$ cat config.mk
export PLATFORM = sky130hd
export DESIGN_NAME = jk_counter_flat
export DESIGN_NICKNAME = d
export VERILOG_FILES = /design/src/rtl/jk_counter_pkg.sv /design/src/rtl/jk_counter_if.sv /design/src/rtl/jk_counter_cell.sv /design/src/rtl/jk_counter.sv /design/src/flat_wrapper.sv
export SDC_FILE = /design/constraint.sdc
export NUM_CORES = 1
export LEC_CHECK = 0
export BUFFER_PORTS_ARGS = -buffer_cell sky130_fd_sc_hd__buf_4
export CORE_UTILIZATION = 58
export CTS_CLUSTER_DIAMETER = 80
export DETAILED_ROUTE_END_ITERATION = 6
export GPL_ROUTABILITY_DRIVEN = 0
export PLACE_DENSITY_LB_ADDON = 0.05
export SLEW_MARGIN = 25
export SYNTH_ARGS = -nofsm -noshare
export SYNTH_HDL_FRONTEND = slang
export SYNTH_SLANG_ARGS = --single-unit
$ cat constraint.sdc
create_clock -name clk -period 4.8 [get_ports clk]
set_input_delay 0.96 -clock clk [delete_from_list [all_inputs] [get_ports clk]]
set_output_delay 0.96 -clock clk [all_outputs]
set_load 0.01 [all_outputs]
$ cat src/rtl/jk_counter_pkg.sv
// jk_pkg: mode codes, JK operation codes and the per-bit JK next-state rule
// shared by jk_counter and its jk_cell bit slices.
package jk_pkg;

  typedef enum logic [1:0] {
    HOLD = 2'b00,
    UP   = 2'b01,
    DOWN = 2'b10,
    RAW  = 2'b11
  } mode_e;

  // Encoded as {j, k} so a raw pin pair casts straight to its operation.
  typedef enum logic [1:0] {
    KEEP   = 2'b00,
    RESET  = 2'b01,
    SET    = 2'b10,
    TOGGLE = 2'b11
  } jk_op_e;

  function automatic logic jk_next(input logic j, input logic k, input logic q);
    jk_op_e op;
    op = jk_op_e'({j, k});
    case (op)
      KEEP:    return q;
      RESET:   return 1'b0;
      SET:     return 1'b1;
      default: return ~q;
    endcase
  endfunction

endpackage

$ cat src/rtl/jk_counter_if.sv
// jk_counter_if: control, load data, JK pins and counter outputs between a
// driver (master) and jk_counter (slave).
interface jk_counter_if #(
  parameter int WIDTH = 8
);
  logic             clr;
  logic             prst;
  logic             en;
  logic             load;
  logic [WIDTH-1:0] din;
  logic [1:0]       mode;
  logic [WIDTH-1:0] j;
  logic [WIDTH-1:0] k;
  logic [WIDTH-1:0] q;
  logic             wrap;

  modport master (
    output clr, prst, en, load, din, mode, j, k,
    input  q, wrap
  );

  modport slave (
    input  clr, prst, en, load, din, mode, j, k,
    output q, wrap
  );
endinterface

$ cat src/rtl/jk_counter_cell.sv
// jk_cell: one JK flip-flop bit of the counter, async active-low reset to 0.
module jk_cell
  import jk_pkg::*;
(
  input  logic clk,
  input  logic rst_n,
  input  logic j,
  input  logic k,
  output logic q
);

  logic state_q;
  logic state_d;

  always_comb begin
    state_d = jk_next(j, k, state_q);
  end

  always_ff @(posedge clk or negedge rst_n) begin
    if (!rst_n) state_q <= 1'b0;
    else        state_q <= state_d;
  end

  assign q = state_q;

endmodule

$ cat src/rtl/jk_counter.sv
// jk_counter: clear/preset/load/up/down/raw-JK counter built from jk_cell bits.
// Define JK_COUNTER_SATURATE_EN to saturate at the ends instead of wrapping.
module jk_counter
  import jk_pkg::*;
#(
  parameter int WIDTH     = 8,
  parameter int MAX_COUNT = 2**WIDTH - 1
) (
  input  logic        clk,
  input  logic        rst_n,
  jk_counter_if.slave bus
);

  if (WIDTH < 2) begin : g_bad_width
    $error("jk_counter: WIDTH must be at least 2");
  end
  if (MAX_COUNT < 1 || MAX_COUNT > 2**WIDTH - 1) begin : g_bad_max
    $error("jk_counter: MAX_COUNT must lie in 1 .. 2**WIDTH-1");
  end

  localparam logic [WIDTH-1:0] MAX_VAL = WIDTH'(MAX_COUNT);

  logic [WIDTH-1:0] q_cur;
  logic [WIDTH-1:0] q_d;
  logic [WIDTH-1:0] cell_j;
  logic [WIDTH-1:0] cell_k;
  logic             wrap_d;
  logic             wrap_q;

  always_comb begin
    q_d    = q_cur;
    wrap_d = 1'b0;
    cell_j = '0;
    cell_k = '0;
    if (bus.clr) begin
      q_d = '0;
    end else if (bus.prst) begin
      q_d = MAX_VAL;
    end else if (bus.en && bus.load) begin
      q_d = (bus.din > MAX_VAL) ? MAX_VAL : bus.din;
    end else if (bus.en) begin
      case (mode_e'(bus.mode))
        UP: begin
          if (q_cur < MAX_VAL) begin
            q_d = q_cur + WIDTH'(1);
          end else begin
`ifdef JK_COUNTER_SATURATE_EN
            q_d = MAX_VAL;
`else
            q_d = '0;
`endif
            wrap_d = 1'b1;
          end
        end
        DOWN: begin
          if (q_cur == '0) begin
`ifdef JK_COUNTER_SATURATE_EN
            q_d = '0;
`else
            q_d = MAX_VAL;
`endif
            wrap_d = 1'b1;
          end else if (q_cur > MAX_VAL) begin
            q_d = MAX_VAL;
          end else begin
            q_d = q_cur - WIDTH'(1);
          end
        end
        RAW: begin
          for (int i = 0; i < WIDTH; i++) begin
            q_d[i] = jk_next(bus.j[i], bus.k[i], q_cur[i]);
          end
        end
        default: q_d = q_cur;
      endcase
    end
    // Each cell is steered to the chosen next state: set on 0->1, reset on 1->0.
    for (int i = 0; i < WIDTH; i++) begin
      cell_j[i] = q_d[i] & ~q_cur[i];
      cell_k[i] = ~q_d[i] & q_cur[i];
    end
  end

  for (genvar g = 0; g < WIDTH; g++) begin : g_cell
    jk_cell u_cell (
      .clk   (clk),
      .rst_n (rst_n),
      .j     (cell_j[g]),
      .k     (cell_k[g]),
      .q     (q_cur[g])
    );
  end

  always_ff @(posedge clk or negedge rst_n) begin
    if (!rst_n) wrap_q <= 1'b0;
    else        wrap_q <= wrap_d;
  end

  assign bus.q    = q_cur;
  assign bus.wrap = wrap_q;

endmodule

$ cat src/flat_wrapper.sv
// flat-port wrapper written by rule: the top's interface ports become plain ports
module jk_counter_flat import jk_pkg::*;
#(
  parameter int WIDTH     = 8,
  parameter int MAX_COUNT = 2**WIDTH - 1
)
  (clk, rst_n, bus_clr, bus_prst, bus_en, bus_load, bus_din, bus_mode, bus_j, bus_k, bus_q, bus_wrap);
  jk_counter_if #(.WIDTH(WIDTH)) bus_i ();
  input  logic clk;
  input  logic rst_n;
  input wire logic [$bits(bus_i.clr)-1:0] bus_clr;
  input wire logic [$bits(bus_i.prst)-1:0] bus_prst;
  input wire logic [$bits(bus_i.en)-1:0] bus_en;
  input wire logic [$bits(bus_i.load)-1:0] bus_load;
  input wire logic [$bits(bus_i.din)-1:0] bus_din;
  input wire logic [$bits(bus_i.mode)-1:0] bus_mode;
  input wire logic [$bits(bus_i.j)-1:0] bus_j;
  input wire logic [$bits(bus_i.k)-1:0] bus_k;
  output wire logic [$bits(bus_i.q)-1:0] bus_q;
  output wire logic [$bits(bus_i.wrap)-1:0] bus_wrap;
  assign bus_i.clr = bus_clr;
  assign bus_i.prst = bus_prst;
  assign bus_i.en = bus_en;
  assign bus_i.load = bus_load;
  assign bus_i.din = bus_din;
  assign bus_i.mode = bus_mode;
  assign bus_i.j = bus_j;
  assign bus_i.k = bus_k;
  assign bus_q = bus_i.q;
  assign bus_wrap = bus_i.wrap;
  jk_counter #(.WIDTH(WIDTH), .MAX_COUNT(MAX_COUNT)) u_core (.clk(clk), .rst_n(rst_n), .bus(bus_i));
endmodule
After elaboration in Yosys (flattened, before gate mapping)
Index checks and enable logic that the tools add are counted.
{"block": "totals", "ff_bits": 9, "output_inout_bits": 9, "elab_cells": 131}
{"block": "op_classes", "n_eq_ne": 35, "add_sub_neg": 2, "n_lt_le_gt_ge": 3, "mux": 32, "reduce_logical": 18, "bitwise_logic": 32}
{"cell": "8-bit two-way mux", "n": 8}
{"cell": "1-bit one-hot mux with 3 select lines", "n": 16}
{"cell": "2-bit equality test, second input constant", "n": 18}
{"cell": "2-bit by 1-bit equality test with 1-bit output, second input constant", "n": 17}
{"cell": "2-bit zero test", "n": 16}
{"cell": "8-bit one-hot mux with 3 select lines", "n": 1}
{"cell": "1-bit bitwise AND", "n": 16}
{"cell": "8-bit greater-than comparator, second input constant", "n": 2}
{"cell": "1-bit inverter", "n": 16}
{"cell": "8-bit by 1-bit adder with 8-bit output, second input constant", "n": 1}
{"cell": "8-bit zero test", "n": 1}
{"cell": "8-bit less-than comparator, second input constant", "n": 1}
{"cell": "8-bit by 1-bit subtractor with 8-bit output, second input constant", "n": 1}
{"cell": "1-bit two-way mux", "n": 6}
{"cell": "1-bit one-hot mux with 2 select lines", "n": 1}
{"cell": "1-bit logical AND", "n": 1}

Logic depth before layout (Yosys ltp)
{"block": "logic_depth", "word_depth": 12, "ltp_mapped": 10, "ltp_nobuf": 9}

Modules after synthesis
From an unflattened synthesis, not the netlist that was laid out.
{"block": "hier_totals", "cells_unflattened": 239, "hier_area_um2": 1747.9}
{"module": "jk_counter", "cells_each": 167, "area_each_um2": 1057.3, "seq_area_each_um2": 25.0, "n_inst": 1}
{"module": "jk_cell", "cells_each": 9, "area_each_um2": 86.3, "seq_area_each_um2": 25.0, "n_inst": 8}

Least setup slack after synthesis
Ideal clock, no wire load.
{"block": "synth_timing", "kind": "input to register", "start": "input port bus_mode[0]", "end": "register u_core.g_cell[3].u_cell.state_q", "setup_ns": 0.129, "arrival_ns": 2.582, "path_slack_ns": 2.089, "n_path_buf": 1, "path_stages": 10, "path_cell_list": "inv_1 ha_1 nand2b_1 clkbuf_1 a2111oi_0 a31oi_1 o21a_1 ha_1 o21ai_0 o21ai_0"}
{"block": "synth_via", "elab_chain_len": 10, "elab_cells_between_ends": 15, "classes_between": "eq/ne (5); mux (6); bitwise (3); reduce/logical (1)"}
{"item": "from (decl)", "line": "flat_wrapper.sv:16", "source": "input wire logic [$bits(bus_i.mode)-1:0] bus_mode;"}
{"item": "2-bit equality test, or another cell as far along"}
{"item": "8-bit one-hot mux with 3 select lines (*)", "line": "jk_counter.sv:42", "source": "case (mode_e'(bus.mode))"}
{"item": "8-bit two-way mux (*)", "line": "jk_counter.sv:41", "source": "end else if (bus.en) begin"}
{"item": "8-bit two-way mux (*)", "line": "jk_counter.sv:39", "source": "end else if (bus.en && bus.load) begin"}
{"item": "8-bit two-way mux (*)", "line": "jk_counter.sv:37", "source": "end else if (bus.prst) begin"}
{"item": "8-bit two-way mux (*)", "line": "jk_counter.sv:35", "source": "if (bus.clr) begin"}
{"item": "1-bit inverter", "line": "jk_counter.sv:80", "source": "cell_k[i] = ~q_d[i] & q_cur[i];"}
{"item": "1-bit bitwise AND", "line": "jk_counter.sv:80"}
{"item": "2-bit equality test, or another cell as far along", "line": "jk_counter_pkg.sv:23", "source": "case (op)"}
{"item": "1-bit one-hot mux with 3 select lines", "line": "jk_counter_pkg.sv:23"}
{"item": "to (signal assigned)", "line": "jk_counter_cell.sv:21", "source": "else state_q <= state_d;"}
{"item": "to (decl)", "line": "jk_counter_cell.sv:12", "source": "logic state_q;"}
Every way passes the cells marked *; elsewhere a longest branch is shown, timed or not.
A chain may end at the register's enable or synchronous reset.

Worst setup path in the final report
{"block": "layout_timing", "start": "input port bus_mode[0]", "end": "register u_core.g_cell[5].u_cell.state_q"}
{"block": "layout_via", "elab_chain_len": 10, "elab_cells_between_ends": 15, "classes_between": "eq/ne (5); mux (6); bitwise (3); reduce/logical (1)"}
{"item": "2-bit equality test, or another cell as far along"}
{"item": "8-bit one-hot mux with 3 select lines (*)", "line": "jk_counter.sv:42"}
{"item": "8-bit two-way mux (*)", "line": "jk_counter.sv:41"}
{"item": "8-bit two-way mux (*)", "line": "jk_counter.sv:39"}
{"item": "8-bit two-way mux (*)", "line": "jk_counter.sv:37"}
{"item": "8-bit two-way mux (*)", "line": "jk_counter.sv:35"}
{"item": "1-bit inverter", "line": "jk_counter.sv:80"}
{"item": "1-bit bitwise AND", "line": "jk_counter.sv:80"}
{"item": "2-bit equality test, or another cell as far along", "line": "jk_counter_pkg.sv:23"}
{"item": "1-bit one-hot mux with 3 select lines", "line": "jk_counter_pkg.sv:23"}
{"item": "to (signal assigned)", "line": "jk_counter_cell.sv:21"}
{"item": "to (decl)", "line": "jk_counter_cell.sv:12"}
Marks and branches as above.

==> implementation parameters <==
Parameter                              Value

Status
  Outcome ... finished clean

Worst setup path
  Reg2Reg Launch Point ... u_core.g_cell[1].u_cell.q
  Critical path start-end classification ... in2reg
  Worst setup path startpoint ... bus_mode[0]
  Capturing element of the worst setup path ... u_core.g_cell[5].u_cell.q
  Cell count of the worst reg-to-reg path ... 9
  Required time of the critical path ... 4.96 ns
  Crit path launch type ... input port
  Worst-case register-to-register setup slack ... between 2 and 2.5 ns
  Signal arrival time at the worst endpoint ... between 2 and 3 ns
  Crit Path Max Fanout ... 11
  Capturing point of the worst reg2reg path ... u_core.g_cell[5].u_cell.q
  Endpoint class of the critical path ... register

Floorplan
  Number of placement rows ... 18
  Horizontal extent of the die ... 54.80 µm
  Area of the die ... around 3000 µm²
  Standard cell core area ... ~2500 µm²
  Starting density of the core ... between 60% and 70%
  Ports ... 41
  Die Height ... about 55 µm

Placed design
  Final HPWL from detailed placement ... between 3000 and 4000 µm
  IO buf count ... 40
  Dpl cell area ... about 1800 µm²

Pwr
  Power share of the clock group ... approximately 8.6%
  Cell leakage power ... ~0.00081 µW
  Combinational cell fraction of total power ... a little under two thirds
  Switching part of the total ... a little over half
  Maximum vdd ir drop ... slightly below 0.4 mV
  Internal ... between 300 and 400 µW
  Total power divided by cell area ... about 430 nW/µm²
  Sequential share of power ... 28.0%
  Switching power summed over all nets ... roughly 420 µW

Global routing
  Antenna violations before repair ... 0
  Global-route wire length before repair ... 6934 µm
  Number of global-route vias before repair ... 1542
  GR Util All Layers ... approximately a third
  Total congestion overflow ... 0
  Maximum number of pins on one net before global-route repair ... 18

Logic synthesis
  Async set-or-reset flop fraction in the synthesized netlist ... 100.0%
  Count of flip-flops with a built-in enable after synthesis ... 0
  Number of distinct library cells after synthesis ... 55
  List of most frequent post-synthesis cells ... 29 x sky130_fd_sc_hd__o21ai_0, 23 x sky130_fd_sc_hd__ha_1, 14 x sky130_fd_sc_hd__inv_1
  Dominant cell by count in the synthesized netlist ... sky130_fd_sc_hd__o21ai_0
  Synth top area share ... between 10% and 20%
  Primary flip-flop cell chosen by synthesis mapping ... sky130_fd_sc_hd__dfrtp_1
  Sequential element share of the synthesized area ... about 14%
  Syn Std Cell Area ... 1617 µm²
  Gate Count Post-Synth ... between 200 and 250
  Average footprint of a synthesized cell ... approximately 7.8 µm²
  Number of warning messages in the yosys log ... 0
  Top cells by area in the synthesized netlist ... sky130_fd_sc_hd__ha_1 18%, sky130_fd_sc_hd__dfrtp_1 14%, sky130_fd_sc_hd__o21ai_0 9.0%
  Seq cells post-synth ... 9
  Cell taking the most area after synthesis ... sky130_fd_sc_hd__ha_1
  Net count after synthesis ... roughly 260

STA
  Max-Slew Margin vs Limit ... about 65%
  Worst Tran Pin Value ... approximately 0.53 ns
  Setup Viol. Count Final ... 0
  Sum Neg Setup Slack ... 0 ns
  Final number of hold-violating endpoints ... 0
  Clock skew after layout ... 0.001223 ns
  Time the worst path needs with I/O delays and setup ... about 2.8 ns
  Achievable Freq ... ~350 MHz
  Unrepaired setup endpoints after global routing ... no
  Max-slew violation count ... 0
  Final critical-path share of the clock period ... approximately three fifths

Clock network
  H-tree level count ... 1
  PostCTS Resize Cnt ... 0
  CTS Hold Buffers Added ... 0
  Later-pin clock latency in the skew report ... between 0.2 and 0.3 ns
  CTS tree ... done
  Maximum clock insertion buffer count ... 2
  Clk slew on worst S/H paths ... about 0.07 ns
  Number of buffers inserted during clock tree synthesis ... 3
  Clock tree root buffer cell ... sky130_fd_sc_hd__clkbuf_4
  Post-CTS Setup Repair Bufs ... 0
  Total clock sinks ... 9

Min path
  Worst min path class ... in2async

Drt
  Vias post-DR ... approximately 1700
  Total wirelength of the detailed-routed design ... between 4000 and 5000 µm
  Routed length per instance ... between 15 and 20 µm
  DRC violations left ... 0
  Detailed-router iteration count before antenna repair ... 4
  Post-route ant nets ... 0
  Vias per inst ... 6.606
  Count of routing violations after the opening detailed-route iteration ... 81

Layout
  Final net count ... between 200 and 300
  Non-Filler Cell Area, Final ... between 1500 and 2000 µm²
  Fraction of final layout cells sized beyond drive strength 1 ... a little under a quarter
  Number of antenna repair diodes ... 0
  Area added between synthesis and finish ... 13.54%

Job
  Max cap viols ... 0
-- layout by cell type, fill, tap and decap left out, types with 4 or more instances in the layout --
master,netlist,final
sky130_fd_sc_hd__buf_4,9,40
sky130_fd_sc_hd__o21ai_0,29,29
sky130_fd_sc_hd__ha_1,23,23
sky130_fd_sc_hd__inv_1,14,14
sky130_fd_sc_hd__nor2_1,11,11
sky130_fd_sc_hd__a21oi_1,11,11
sky130_fd_sc_hd__dfrtp_1,9,9
sky130_fd_sc_hd__nand3_1,8,8
sky130_fd_sc_hd__nand2_1,6,6
sky130_fd_sc_hd__a211oi_1,5,5
sky130_fd_sc_hd__nor3_1,4,4
-- kinds of logic after synthesis --
kind of cell | synth area share (%)
compound gates | 38.08
simple gates | 15.56
buf+inv | 12.23
fa+ha+maj | 17.80
flops | 13.93
xor+xnor | 1.084
mux | 1.316
-- cell type report --
type	instances	area [µm²]
multi-input combinational	162	1194
clock buffer	4	26.28
inverter	14	52.55
timing repair buffer	40	300.3
sequential	9	225.2
tap	30	37.54
fill	220	709.4
-- power by group through the flow --
stage | clock network [µW] | registers, µW | logic [µW]
after floorplan | 0 | 147 | 468
after global placement | 0 | 215 | 471
after detailed placement | 0 | 220 | 494
after CTS | 68.6 | 218 | 497
after global routing | 70.9 | 231 | 574
final | 68.0 | 222 | 501
-- layer usage --
| metal | wire (µm) | vias up | global-route usage (%) |
|---|---|---|---|
| met5 | 0 | - | 0 |
| met2 | 2136 | 90 | 56.02 |
| met4 | 56 | 0 | 8.974 |
| met1 | 1826 | 790 | 42.88 |
| li1 | - | 824 | - |
| met3 | 345 | 7 | 3.333 |
-- flip-flops by register name, summed over array words and instances, names as in the netlist --
register	count
u_core.g_cell.u_cell.q	8
u_core.bus.wrap	1
-- worst min path at each step --
stage,depth (start not counted),from,slack [ns],endpoint
after floorplan,0,rst_n,0.66,u_core.bus.wrap
after global placement,2,u_core.g_cell[1].u_cell.q,0.75,u_core.g_cell[1].u_cell.q
after detailed placement,2,u_core.g_cell[1].u_cell.q,0.78,u_core.g_cell[1].u_cell.q
after CTS,1,rst_n,0.50,u_core.bus.wrap
after global routing,1,rst_n,0.50,u_core.bus.wrap
final,1,rst_n,0.50,u_core.g_cell[6].u_cell.q
-- through the flow --
| stage | setup slack (ns) | hold slack (ns) | util, % | cells | total power [µW] |
|---|---|---|---|---|---|
| global placement | 1.805 | 0.7532 | 71.09 | 255 | 687.0 |
| CTS | 1.970 | 0.5023 | 72.12 | 259 | 784.2 |
| finish | 1.971 | 0.4992 | 72.12 | 259 | 791.0 |
| floorplan | 2.089 | 0.6644 | - | 207 | 614.7 |
| global route | 1.802 | 0.5027 | 72.12 | 259 | 876.5 |
| detailed placement | 1.685 | 0.7813 | 71.09 | 255 | 713.7 |
-- worst max-delay path: stages --
cell and delay (ns):
sky130_fd_sc_hd__buf_4 0.09, sky130_fd_sc_hd__inv_1 0.05, sky130_fd_sc_hd__ha_1 0.20, sky130_fd_sc_hd__nand2b_1 0.34, sky130_fd_sc_hd__a211oi_1 0.34, sky130_fd_sc_hd__o21ai_0 0.15
sky130_fd_sc_hd__o311ai_0 0.36, sky130_fd_sc_hd__ha_1 0.31, sky130_fd_sc_hd__o21ai_0 0.07, sky130_fd_sc_hd__o21ai_0 0.11
Note: power is estimated with default switching activity, not from simulation.
